File: config.mk
export PLATFORM = sky130hd
export DESIGN_NAME = csp_channel_flat
export DESIGN_NICKNAME = d
export VERILOG_FILES = /design/src/rtl/csp_channel_pkg.sv /design/src/rtl/csp_channel_if.sv /design/src/rtl/csp_channel.sv /design/src/flat_wrapper.sv
export SDC_FILE = /design/constraint.sdc
export NUM_CORES = 1
export LEC_CHECK = 0
export ABC_CLOCK_PERIOD_IN_PS = 4400
export BUFFER_PORTS_ARGS = -buffer_cell sky130_fd_sc_hd__buf_4
export CAP_MARGIN = 20
export CELL_PAD_IN_SITES_DETAIL_PLACEMENT = 0
export CELL_PAD_IN_SITES_GLOBAL_PLACEMENT = 1
export CORE_MARGIN = 4
export CORE_UTILIZATION = 42
export DETAILED_ROUTE_END_ITERATION = 16
export HOLD_SLACK_MARGIN = 0.12
export PLACE_DENSITY = 0.88
export SLEW_MARGIN = 20
export SYNTH_ARGS = -nofsm -noshare
export SYNTH_HDL_FRONTEND = slang
export SYNTH_SLANG_ARGS = --single-unit
export TNS_END_PERCENT = 20
File: constraint.sdc
create_clock -name clk -period 4.4 [get_ports clk]
set_input_delay 0.44 -clock clk [delete_from_list [all_inputs] [get_ports clk]]
set_output_delay 0.44 -clock clk [all_outputs]
set_load 0.005 [all_outputs]
File: src/rtl/csp_channel_pkg.sv
// Shared types and defaults for the 4-phase bundled-data channel.
// Send and receive state encodings live here so the bench and RTL agree on names.
package csp_channel_pkg;

  localparam int CSP_WIDTH = 64;

  typedef enum logic {
    S_IDLE = 1'b0,
    S_ACK  = 1'b1
  } snd_state_e;

  typedef enum logic [1:0] {
    R_IDLE = 2'd0,
    R_REQ  = 2'd1,
    R_RTZ  = 2'd2
  } rcv_state_e;

endpackage

File: src/rtl/csp_channel_if.sv
// Handshake bundle for one channel: sender side, receiver side and status.
// slave is the channel itself; master is whoever drives the sender and receiver.
interface csp_channel_if
  import csp_channel_pkg::*;
#(
  parameter int WIDTH = CSP_WIDTH
) ();

  logic             s_req;
  logic [WIDTH-1:0] s_data;
  logic             s_ack;
  logic             r_req;
  logic [WIDTH-1:0] r_data;
  logic             r_ack;
  logic             full;
  logic             proto_err;

  modport slave (
    input  s_req, s_data, r_ack,
    output s_ack, r_req, r_data, full, proto_err
  );

  modport master (
    output s_req, s_data, r_ack,
    input  s_ack, r_req, r_data, full, proto_err
  );

endinterface

File: src/rtl/csp_channel.sv
// One-entry 4-phase bundled-data channel: independent send and receive FSMs
// around a single holding buffer, plus a sticky handshake-violation flag.
//
// state  | meaning
// S_IDLE | waiting for s_req with the buffer empty
// S_ACK  | token captured, s_ack high until sender returns s_req to zero
// R_IDLE | no token offered to the receiver
// R_REQ  | r_req high, r_data valid, waiting for r_ack
// R_RTZ  | buffer freed, waiting for r_ack to return to zero
module csp_channel
  import csp_channel_pkg::*;
#(
  parameter int WIDTH = CSP_WIDTH
) (
  input logic          clk,
  input logic          rst,
  csp_channel_if.slave ch
);

  snd_state_e       snd_q, snd_d;
  rcv_state_e       rcv_q, rcv_d;
  logic             full_q, full_d;
  logic [WIDTH-1:0] buf_q, buf_d;
  logic             err_q, err_d;
  logic             sreq_q;
  logic [WIDTH-1:0] sdata_q;
  logic             wd_q, wd_d;
  logic             capture;
  logic             release_tok;
  logic             viol;

  always_ff @(posedge clk or posedge rst) begin
    if (rst) begin
      snd_q   <= S_IDLE;
      rcv_q   <= R_IDLE;
      full_q  <= 1'b0;
      buf_q   <= '0;
      err_q   <= 1'b0;
      sreq_q  <= 1'b0;
      sdata_q <= '0;
      wd_q    <= 1'b0;
    end else begin
      snd_q   <= snd_d;
      rcv_q   <= rcv_d;
      full_q  <= full_d;
      buf_q   <= buf_d;
      err_q   <= err_d;
      sreq_q  <= ch.s_req;
      sdata_q <= ch.s_data;
      wd_q    <= wd_d;
    end
  end

  always_comb begin
    snd_d       = snd_q;
    rcv_d       = rcv_q;
    full_d      = full_q;
    buf_d       = buf_q;
    capture     = 1'b0;
    release_tok = 1'b0;

    // Capture looks only at registered full, so set and clear never share an edge.
    unique case (snd_q)
      S_IDLE: if (ch.s_req && !full_q) begin
        snd_d   = S_ACK;
        capture = 1'b1;
      end
      S_ACK:  if (!ch.s_req) snd_d = S_IDLE;
      default: snd_d = S_IDLE;
    endcase

    unique case (rcv_q)
      R_IDLE: if (full_q && !ch.r_ack) rcv_d = R_REQ;
      R_REQ:  if (ch.r_ack) begin
        rcv_d       = R_RTZ;
        release_tok = 1'b1;
      end
      R_RTZ:  if (!ch.r_ack) rcv_d = R_IDLE;
      default: rcv_d = R_IDLE;
    endcase

    if (capture) begin
      full_d = 1'b1;
      buf_d  = ch.s_data;
    end else if (release_tok) begin
      full_d = 1'b0;
    end
  end

  // Violation checks observe only; they never steer the FSMs.
  always_comb begin
    wd_d = (snd_q == S_IDLE) && ch.s_req && !full_q;
    viol = 1'b0;
    if ((rcv_q == R_IDLE) && ch.r_ack)
      viol = 1'b1;
    if ((snd_q == S_IDLE) && wd_q && !ch.s_req)
      viol = 1'b1;
    if ((snd_q == S_IDLE) && ch.s_req && sreq_q && !full_q && (ch.s_data != sdata_q))
      viol = 1'b1;
    err_d = err_q | viol;
  end

  assign ch.s_ack     = (snd_q == S_ACK);
  assign ch.r_req     = (rcv_q == R_REQ);
  assign ch.r_data    = buf_q;
  assign ch.full      = full_q;
  assign ch.proto_err = err_q;

endmodule

File: src/flat_wrapper.sv
// flat-port wrapper written by rule: the top's interface ports become plain ports
module csp_channel_flat import csp_channel_pkg::*;
#(
  parameter int WIDTH = CSP_WIDTH
)
  (clk, rst, ch_s_req, ch_s_data, ch_r_ack, ch_s_ack, ch_r_req, ch_r_data, ch_full, ch_proto_err);
  csp_channel_if #(.WIDTH(WIDTH)) ch_i ();
  input logic clk;
  input logic rst;
  input wire logic [$bits(ch_i.s_req)-1:0] ch_s_req;
  input wire logic [$bits(ch_i.s_data)-1:0] ch_s_data;
  input wire logic [$bits(ch_i.r_ack)-1:0] ch_r_ack;
  output wire logic [$bits(ch_i.s_ack)-1:0] ch_s_ack;
  output wire logic [$bits(ch_i.r_req)-1:0] ch_r_req;
  output wire logic [$bits(ch_i.r_data)-1:0] ch_r_data;
  output wire logic [$bits(ch_i.full)-1:0] ch_full;
  output wire logic [$bits(ch_i.proto_err)-1:0] ch_proto_err;
  assign ch_i.s_req = ch_s_req;
  assign ch_i.s_data = ch_s_data;
  assign ch_i.r_ack = ch_r_ack;
  assign ch_s_ack = ch_i.s_ack;
  assign ch_r_req = ch_i.r_req;
  assign ch_r_data = ch_i.r_data;
  assign ch_full = ch_i.full;
  assign ch_proto_err = ch_i.proto_err;
  csp_channel #(.WIDTH(WIDTH)) u_core (.clk(clk), .rst(rst), .ch(ch_i));
endmodule
* After elaboration in Yosys (flattened, before gate mapping) *
Index checks and enable logic that the tools add are counted.

storage, ports and cells
  output and inout port bits = 68
  bits of input ports = 68
  register bits after elaboration = 135
  logic and storage cells = 47

cells by class
  reductions and logical operators = 16
  multiplexer cells = 15
  bitwise operators = 2
  equal/unequal tests = 6

operators with widths
  cell                  number
  $ne A64 B64 Y1        1
  $logic_and A1 B1 Y1   10
  $mux W1               10
  $mux W2               3
  $pmux W2 S3           1
  $ne A2 B2 Y1 const B  2
  $logic_not A1 Y1      3
  $reduce_and A3 Y1     1
  $eq A2 B1 Y1 const B  1
  $eq A2 B2 Y1 const B  1
  $logic_not A2 Y1      1
  $ne A2 B1 Y1 const B  1
  $pmux W1 S2           1
  $reduce_bool A2 Y1    1
  $not A1 Y1            1
  $or A1 B1 Y1          1

* Logic depth before layout (Yosys ltp) *
Gate-level depths: netlist (run 1).

  depth in word-level cells = 7
  depth in mapped cells = 5

* Worst setup path after synthesis (run 1) *
No wires, ideal clock.

  path type = register to register
  start point = register u_core.full_q, in the netlist u_core.ch.full
  end point = register u_core.buf_q[0], in the netlist u_core.ch.r_data[0]
  data arrival time = 1.320 ns
  period minus slack after synthesis = 1.444 ns
  cell stages (with the launch flop) = 5
  buffers on the path = 2
  library setup time = 0.125 ns
  path slack = 2.956 ns
  cell sequence = dfrtp_1 > nor3b_2 > buf_4 > buf_6 > mux2_2

between the ends
  word-level cells in the longest chain between the ends = 4

ends and longest elaborated chain
  item                    RTL line           text
  from (decl)             csp_channel.sv:22  logic full_q, full_d;
  from (signal assigned)  csp_channel.sv:45  full_q <= full_d;
  $logic_not A1 Y1        csp_channel.sv:64  S_IDLE: if (ch.s_req && !full_q) begin
  $logic_and A1 B1 Y1     csp_channel.sv:64
  $mux W1                 csp_channel.sv:64
  $mux W1                 csp_channel.sv:63  unique case (snd_q)
  to (signal assigned)    csp_channel.sv:46  buf_q <= buf_d;
  to (decl)               csp_channel.sv:23  logic [WIDTH-1:0] buf_q, buf_d;

No other way between the ends.
A chain may end at the register's enable or synchronous reset.

* Final worst setup path (run 1) *
  start point = register u_core.full_q, in the netlist u_core.ch.full
  end point = register u_core.buf_q[61], in the netlist u_core.ch.r_data[61]

The elaborated chain is that of the path after synthesis.

==> reports/qor.yml, run 1 <==
synthesis:
  synth_fp_nets: 375
  synth_area_per_cell_um2: 16.1
  synth_sequential_area_ratio_pct: 68.3
  ys_warn_count: 0
  post_synth_num_cell_types: 21
  postSynthCellCount: 307
  syn-cell-area_um2: 4950
  number_of_register_bits_inferred_by_synthesis: 135
cts:
  clock_path_buffers: 2
  clk_transition_reported_paths_ns: 0.06
  clkSinkCount: 135
  ctsRootBufferMaster: "clkbuf_16"
  worstSkewPairLatency_ns: 0.41
  cts.hold.buffers_added: 0
  tritoncts: "built"
  numCtsBuffers: 17
  cts-htree-levels: 4
  cts_post_setup_buffers_inserted: 0
  post_cts_resized: 0
power:
  seqPwrFrac_pct: 41.2
  clkPwrFrac_pct: 33.1
  internal-power_mw: 3.23
  switching_power_mw: 1.09
  total_leakage_power_nw: 3.10
  power_per_cell_area_nw_per_um2: 644
  vdd_ir_drop_max_mv: 0.365
  power.switching_fraction_pct: 25.3
  power.combinational.fraction_pct: 25.7
global_route:
  first_global_vias: 3135
  groute.usage.overall_pct: 15.5
  first_pass_grt_wire_length_mm: 15.8
  pin_count_of_the_biggest_net_entering_global_routing: 100
  global_route.overflow_total: 0
  antenna_found_initial: 0
floorplan:
  pin_count: 136
  initial_core_util_pct: 43.1
  die_h_um: 117
  die_width_um: 117
  fp.dieArea_um2: 13600
  placement_rows: 39
  core_um2: 11500
final_layout:
  antenna_cells: 0
  nNetsFinal: 525
  seqCellArea_um2: 3380
  fillers: 901
  flow.area_growth_from_synthesis_pct: 35.9
  postLayoutCoreUtil_pct: 58.6
  multiInputGateArea_um2: 1510
  drive_above_1_share_pct: 50.0
timing:
  final.period_utilization_pct: 37.5
  minimum_clock_period_after_layout_ns: 1.65
  timing.max_slew.rel_slack_pct: 42.9
  setup_repair_after_global_routing_missed_its_margin: "no"
  report.final.slew_viol_count: 0
  final_hold_viol_count: 0
  timing.fmax_ghz: 0.606
  worst_hold_slack_ns: 0.155
  worstMarginPinSlew_ns: 0.857
  finish_stage_setup_viols: 0
  fin_worst_skew_ns: 0.00655
  fin_tns_setup_ns: 0
routing:
  route.detailed.drc: 0
  route.final.wire_length_mm: 9.93
  route.detailed.vias_per_inst: 4.80
  per_cell_routed_wire_length_um: 16.2
  drtIter0Drc: 82
  detailedRoute.firstPassIterationCount: 4
  route.antenna.remaining_nets: 0
  vias: 2945
min_path:
  holdCritPathClass: "input pin to flip-flop"
  hold_path_startpoint: "ch_s_data[37]"
worst_setup_path:
  worst-endpoint-arrival_ns: 1.94
  setup.worst_path.class: "flip-flop to flip-flop"
  crit_path_max_fanout: 35
  critPathLaunch: "u_core.ch.full"
  worstReg2RegStart: "u_core.ch.full"
  timing.critical_path.required_ns: 4.69
  critPathCaptureType: "flip-flop"
  worstSetupStartpointType: "flip-flop"
place:
  port_buffers: 135
  gp_congestion: 0.729
  place_hpwl_mm: 6.90
run:
  max_cap_violations: 0
run_status:
  result_of_the_run: "finished, final reports clean"
[power groups by stage]
stage	Combinational, mW	Clock (mW)	Sequential [mW]
4_1_cts	1.14	1.46	1.79
5_1_grt	1.22	1.52	1.83
3_3_place_gp	1.11	0	1.79
3_5_place_dp	1.13	0	1.81
2_1_floorplan	0.472	0	1.80
6_report	1.11	1.43	1.78
[cell usage in the layout (no fill, tap or decap), drive strengths merged, types with 3 or more instances in the layout]
master	n
buf	138
clkbuf	20
nand4	4
bufinv	3
nor4	17
clkinv	4
dfrtp	135
mux2	64
xor2	64
clkinvlp	5
[critical path: stages, from the launching register on]
cell and delay (ns):
dfrtp_1 0.45, nor3b_4 0.23, buf_4 0.43, mux2_2 0.40
[per-stage QoR]
stage | total power, mW | instance area [um^2] | setup WS (ns) | instances
2_1_floorplan | 2.28 | 4950 | 0.349 | 307
3_3_place_gp | 2.90 | 6120 | 2.54 | 581
3_5_place_dp | 2.94 | 6120 | 2.58 | 581
4_1_cts | 4.39 | 6720 | 2.73 | 613
5_1_grt | 4.57 | 6720 | 2.61 | 613
6_report | 4.33 | 6720 | 2.75 | 613
[cells in the mapped netlist, drive strengths merged]
| cell type | count | area, um^2 |
|---|---|---|
| a21boi | 1 | 7.51 |
| nor4 | 17 | 106 |
| nand3b | 1 | 7.51 |
| inv | 2 | 7.51 |
| a211oi | 1 | 7.51 |
| xor2 | 64 | 561 |
| o21ai | 1 | 5.00 |
| nor3 | 1 | 5.00 |
| mux2 | 64 | 721 |
| nand2 | 1 | 3.75 |
| nor2b | 2 | 12.5 |
| a21o | 1 | 7.51 |
| nor3b | 2 | 20.0 |
| nor2 | 2 | 7.51 |
| dfrtp | 135 | 3380 |
| buf | 7 | 56.3 |
| nand4 | 4 | 25.0 |
| o21a | 1 | 7.51 |
[cells by family (layout without fill, tap and decap cells)]
logic type | count (synthesis) | in the layout | share of synthesized area [%]
AO/OA/AOI/OAI | 5 | 5 | 0.708
XOR/XNOR | 64 | 64 | 11.3
buffers and inverters | 9 | 172 | 1.29
flip-flops | 135 | 135 | 68.3
multiplexers | 64 | 64 | 14.6
AND/OR/NAND/NOR | 30 | 30 | 3.79
[state kept, by name, indices dropped and copies added, names as in the netlist]
signal and cells:
u_core.rcv_q 2, u_core.wd_q 1, u_core.sdata_q 64, u_core.sreq_q 1
u_core.ch.s_ack 1, u_core.ch.r_data 64, u_core.ch.full 1, u_core.ch.proto_err 1
[area by class of cell]
| type | count | area share (%) |
|---|---|---|
| Tap cell | 143 | 2.66 |
| Timing Repair Buffer | 138 | 15.4 |
| Multi-Input combinational cell | 163 | 22.5 |
| Clock buffer | 20 | 6.79 |
| Inverter | 2 | 0.186 |
| Sequential cell | 135 | 50.2 |
| Clock inverter | 12 | 2.25 |
[final timing paths]
path	endpoint	slack, ns	cells after the start
worst min-delay path	u_core.sdata_q[37]	0.16	1
worst max-delay path	u_core.ch.r_data[61]	2.75	3
min in group asynchronous	u_core.sdata_q[5]	0.20	2
worst min register to register	u_core.ch.proto_err	0.48	2
max in group asynchronous	u_core.sdata_q[45]	3.20	3
worst max register to register	u_core.ch.r_data[61]	2.75	3
[per-layer routing]
metal | routed length [um] | GRT usage (%)
met4 | 206 | 7.58
met1 | 4160 | 19.3
met2 | 4850 | 23.9
met3 | 707 | 5.75
met5 | 0 | 0
Note: power is estimated with default switching activity, not from simulation.
==> run 2, diff against run 1 <==
Settings changed: ABC_CLOCK_PERIOD_IN_PS 4400 to 1360, CORE_UTILIZATION 42 to 38, PLACE_DENSITY 0.88 to 0.84.
Clock period 4.4 ns to 1.36 ns, I/O delays scaled along.
==> run 2 against run 1 <==
Against the previous run:
- the run now ends with negative setup slack left
- routed wire length increased by 29%
- sequential power increased to 3.3 times the previous value
- critical path depth increased by 3
- via count increased by 16%
- critical endpoint is now u_core.ch.proto_err
==> reports/qor.yml, run 2 (synthesis gave the netlist of run 1 again) <==
run_status:
  failed_checks: "negative setup slack"
  result_of_the_run: "complete, but fails checks"
timing:
  timing.max_slew.rel_slack_pct: 74.5
  finish_stage_setup_viols: 65
  fin_tns_setup_ns: -9.08
  final_hold_viol_count: 0
  fin_worst_skew_ns: 0.00607
  worst_hold_slack_ns: 0.109
  setup_repair_after_global_routing_missed_its_margin: "yes"
  post-route-worst-setup-slack_ns: -0.264
  worstMarginPinSlew_ns: 0.382
  timing.fmax_ghz: 0.616
  report.final.slew_viol_count: 0
  final.period_utilization_pct: 119
  minimum_clock_period_after_layout_ns: 1.62
worst_setup_path:
  worst-endpoint-arrival_ns: 1.91
  crit_path_max_fanout: 1
  timing.critical_path.required_ns: 1.65
  critPathCaptureType: "flip-flop"
  worstSetupStartpointType: "flip-flop"
  worst_r2r_path_depth: 6
  setup.worst_path.class: "flip-flop to flip-flop"
routing:
  drtIter0Drc: 120
  vias: 3419
  route.final.wire_length_mm: 12.8
  route.antenna.remaining_nets: 0
  detailedRoute.firstPassIterationCount: 4
  route.detailed.drc: 0
  per_cell_routed_wire_length_um: 17.0
  route.detailed.vias_per_inst: 4.55
cts:
  cts-htree-levels: 4
  clkSinkCount: 135
  tritoncts: "built"
  clk_transition_reported_paths_ns: 0.06
  clock_path_buffers: 2
  numCtsBuffers: 17
  ctsRootBufferMaster: "clkbuf_16"
  worstSkewPairLatency_ns: 0.41
final_layout:
  final_area_um2: 8200
  layoutNonFillerInstCount: 751
  seqCellArea_um2: 3380
  fillers: 925
  multiInputGateArea_um2: 1780
  layout_commonest_cell: "buf_4"
  antenna_cells: 0
  postLayoutCoreUtil_pct: 64.7
  drive_above_1_share_pct: 49.2
  nNetsFinal: 635
  flow.area_growth_from_synthesis_pct: 65.8
  final_cell_mix: "buf_4, dfrtp_1, dlygate4sd3_1, xor2_1, mux2_4"
global_route:
  pin_count_of_the_biggest_net_entering_global_routing: 72
  first_global_vias: 3874
  first_pass_grt_wire_length_mm: 20.1
  antenna_found_initial: 0
  groute.usage.overall_pct: 17.8
  global_route.overflow_total: 0
place:
  place_hpwl_mm: 7.39
  placement.setup.worst_slack_ns: -0.391
  placedCellCount: 641
  gp_congestion: 0.753
  detailed_place.area_um2: 6430
  port_buffers: 135
floorplan:
  placement_rows: 41
  pin_count: 136
  core_um2: 12700
  fp.dieArea_um2: 14900
  die_width_um: 122
  die_h_um: 122
  initial_core_util_pct: 39.0
power:
  total_leakage_power_nw: 3.87
  power_per_cell_area_nw_per_um2: 1910
  p_total_mw: 15.7
  vdd_ir_drop_max_mv: 1.07
min_path:
  holdCritPathClass: "input pin to flip-flop"
  hold_path_depth: 4
run:
  max_cap_violations: 0
-- run 2: cell count changes in the layout (fill, tap and decap cells not counted), sizes merged --
cell and change:
dlygate4sd3 +67, buf +42, clkbuf +2, bufinv +1, clkinvlp -3, inv -1, dlymetal6s4s +1
-- run 2: worst paths after layout --
path                                     from              endpoint  slack, ns
max                        u_core.sdata_q[31]   u_core.ch.proto_err      -0.26
max reg2reg                u_core.sdata_q[31]   u_core.ch.proto_err      -0.26
min reg2reg                       u_core.wd_q   u_core.ch.proto_err       0.48
max in group asynchronous                 rst  u_core.ch.r_data[32]       0.62
min                                  ch_s_req   u_core.ch.proto_err       0.11
min in group asynchronous                 rst  u_core.ch.r_data[17]       0.41
-- run 2: final cells by class --
type,count,area share (%)
clock inverters,9,1.80
multi-input cells,163,21.7
flip-flops and latches,135,41.2
inverters,2,0.137
well taps,172,2.62
clock buffers,22,5.78
repair buffers,248,26.7
-- run 2: report_power, final --
part           leakage, nW  internal [mW]  total, mW  switching, mW
clock network        0.306           3.19       4.80           1.61
logic                 1.97           3.41       5.01           1.60
registers             1.59           5.16       5.86          0.706
total                 3.87           11.8       15.7           3.91
-- run 2: what timing repair did --
| item | in CTS | in global routing |
|---|---|---|
| pin swaps | 2 | 6 |
| gates resized for setup | 49 | 29 |
| hold endpoints to repair | 269 | 1 |
| endpoints found under the setup margin | 65 | 66 |
| gates cloned | 4 | 0 |
| hold buffers | 67 | 1 |
| setup buffers | 2 | 5 |
-- run 2: worst max-delay path, cell delays in order (launching register included) --
cell     delay (ns)
dfrtp_1        0.37
xor2_1         0.14
nor4_2         0.33
buf_4          0.16
nand4_1        0.20
nor4_2         0.21
o21ai_1        0.10
-- run 2: routing by layer --
metal,GRT usage (%),part of all wire [%],up-vias
li1,-,-,1582
met1,21.9,43,1725
met2,29.6,51,98
met3,5.39,5.4,14
met4,6.51,1.1,0
met5,0,0,-
==> run 3, diff against run 2 <==
Settings changed: RECOVER_POWER from default to 50.
==> run 3 against run 2 <==
Against the previous run:
- the run still ends with negative setup slack left
- sequential share of layout area up 0.13 points
- flip-flop and latch count unchanged
- register-to-register slack is essentially flat
- power about the same
- setup slack better by 0.0082 ns
- non-clock buffer count unchanged
- global-route usage unchanged
- count of clock-buffer cells in the layout did not move
- clock power about the same
- combinational power barely moved
- critical endpoint unchanged
- largest power group unchanged
==> reports/qor.yml, run 3 (synthesis gave the netlist of run 1 again) <==
run_status:
  result_of_the_run: "complete, but fails checks"
  failed_checks: "negative setup slack"
cts:
  clock_path_buffers: 2
  clkSinkCount: 135
  worstSkewPairLatency_ns: 0.41
  ctsRootBufferMaster: "clkbuf_16"
  tritoncts: "built"
  clk_transition_reported_paths_ns: 0.06
  cts-htree-levels: 4
  numCtsBuffers: 17
power:
  seqPwrFrac_pct: 37.4
  power.switching_fraction_pct: 25.0
  power_per_cell_area_nw_per_um2: 1920
  clkPwrFrac_pct: 30.6
  total_leakage_power_nw: 3.84
  internal-power_mw: 11.7
  power.combinational.fraction_pct: 32.0
  vdd_ir_drop_max_mv: 1.07
  switching_power_mw: 3.91
worst_setup_path:
  number_of_buffer_and_inverter_stages_on_the_critical_path: 0
  critPathCaptureType: "flip-flop"
  cp_top_family: "simple AND/OR/NAND/NOR gates"
  worst-endpoint-arrival_ns: 1.91
  critical_path.cell_chain: "xor2_1 -> nor4_2 -> nand4_1 -> nor4_2 -> o21ai_1"
  cpMaxStageDelayCell: "dfrtp_1"
  worst_path_most_repeated_cell: "nor4_2"
  crit_path_max_fanout: 1
  setup.worst_path.class: "flip-flop to flip-flop"
  ff2ff_setup_slack_ns: -0.26
  critPathMaxStageDelay_ns: 0.37
  timing.critical_path.required_ns: 1.65
  worstSetupStartpointType: "flip-flop"
global_route:
  pin_count_of_the_biggest_net_entering_global_routing: 72
  first_global_vias: 3874
  first_pass_grt_wire_length_mm: 20.1
  global_route.overflow_total: 0
  antenna_found_initial: 0
  groute.usage.overall_pct: 17.8
routing:
  route.final.wire_length_mm: 12.8
  route.detailed.vias_per_inst: 4.55
  drtIter0Drc: 119
  vias: 3416
  route.antenna.remaining_nets: 0
  route.detailed.drc: 0
  per_cell_routed_wire_length_um: 17.0
  detailedRoute.firstPassIterationCount: 4
run:
  max_cap_violations: 0
place:
  place_hpwl_mm: 7.39
  detailed_place.area_um2: 6430
  gp_congestion: 0.753
  port_buffers: 135
timing:
  timing.fmax_ghz: 0.619
  final.period_utilization_pct: 119
  fin_worst_skew_ns: 0.00607
  minimum_clock_period_after_layout_ns: 1.62
  worstMarginPinSlew_ns: 0.381
  report.final.slew_viol_count: 0
  setup_repair_after_global_routing_missed_its_margin: "yes"
  finish_stage_setup_viols: 65
  post-route-worst-setup-slack_ns: -0.256
  fin_tns_setup_ns: -9.01
  timing.max_slew.rel_slack_pct: 74.6
  final_hold_viol_count: 0
min_path:
  holdCritPathClass: "input pin to flip-flop"
final_layout:
  nNetsFinal: 635
  multiInputGateArea_um2: 1780
  flow.area_growth_from_synthesis_pct: 65.3
  seqCellArea_um2: 3380
  final_area_um2: 8170
  final_cell_mix: "buf_4, dfrtp_1, dlygate4sd3_1, xor2_1, mux2_4"
  antenna_cells: 0
  layout_commonest_cell: "buf_4"
  fillers: 933
  drive_above_1_share_pct: 48.0
floorplan:
  initial_core_util_pct: 39.0
  pin_count: 136
  die_h_um: 122
  die_width_um: 122
  fp.dieArea_um2: 14900
  core_um2: 12700
  placement_rows: 41
run 3: changes by cell type in the layout (fill, tap and decap cells not counted):
cell | previous run | this run
buf_4 | 166 | 159
clkbuf_1 | 2 | 9
run 3: what timing repair did:
| action | CTS | global route |
|---|---|---|
| endpoints found under the hold margin | 269 | 1 |
| hold buffers | 67 | 1 |
| resized for setup | 49 | 29 |
| endpoints found under the setup margin | 65 | 66 |
| buffers inserted | 2 | 5 |
| pin swaps | 2 | 6 |
| gates cloned | 4 | 0 |
run 3: layout make-up:
| cell class | instances | share of cell area (%) |
|---|---|---|
| Sequential cell | 135 | 41.3 |
| Tap cell | 172 | 2.63 |
| Inverter | 2 | 0.138 |
| Multi-Input combinational cell | 163 | 21.8 |
| Clock buffer | 22 | 5.80 |
| Clock inverter | 9 | 1.81 |
| Timing Repair Buffer | 248 | 26.5 |
run 3: layer usage:
metal	wire length (um)	part of all wire, %	track usage, %
met1	5440	43	21.9
met2	6490	51	29.6
met3	693	5.4	5.39
met4	144	1.1	6.51
met5	0	0	0
run 3: worst paths after layout:
kind	from	end	depth (start not counted)
worst max-delay path	u_core.sdata_q[27]	u_core.ch.proto_err	5
worst min-delay path	ch_s_req	u_core.ch.proto_err	4
worst max register to register	u_core.sdata_q[27]	u_core.ch.proto_err	5
worst min register to register	u_core.wd_q	u_core.ch.proto_err	2
max in group asynchronous	rst	u_core.ch.r_data[32]	4
min in group asynchronous	rst	u_core.ch.r_data[17]	4
run 3: per-stage QoR:
stage / instances / utilization, % / setup WS (ns) / hold slack [ns] / power (mW)
3_3_place_gp: 641 / 50.8 / -0.357 / 0.268 / 9.54
2_1_floorplan: 307 / - / -0.455 / 0.167 / 7.37
3_5_place_dp: 641 / 50.8 / -0.391 / 0.271 / 9.69
6_report: 751 / 64.5 / -0.256 / 0.108 / 15.7
4_1_cts: 745 / 63.5 / -0.316 / -0.160 / 15.5
5_1_grt: 751 / 64.5 / -0.370 / 0.149 / 16.4
run 3: power by group through the flow:
stage               Sequential (mW)  Combinational, mW  Clock, mW
CTS                            5.82               4.81       4.89
global route                   5.98               5.34       5.08
global placement               5.78               3.75          0
finish                         5.86               5.00       4.80
detailed placement             5.85               3.84          0
floorplan                      5.84               1.53          0
run 3: tightest hold or removal path, cell delays in order:
cell	delay [ns]
buf_4	0.13
nor2_1	0.08
a211oi_1	0.08
o21ai_1	0.06
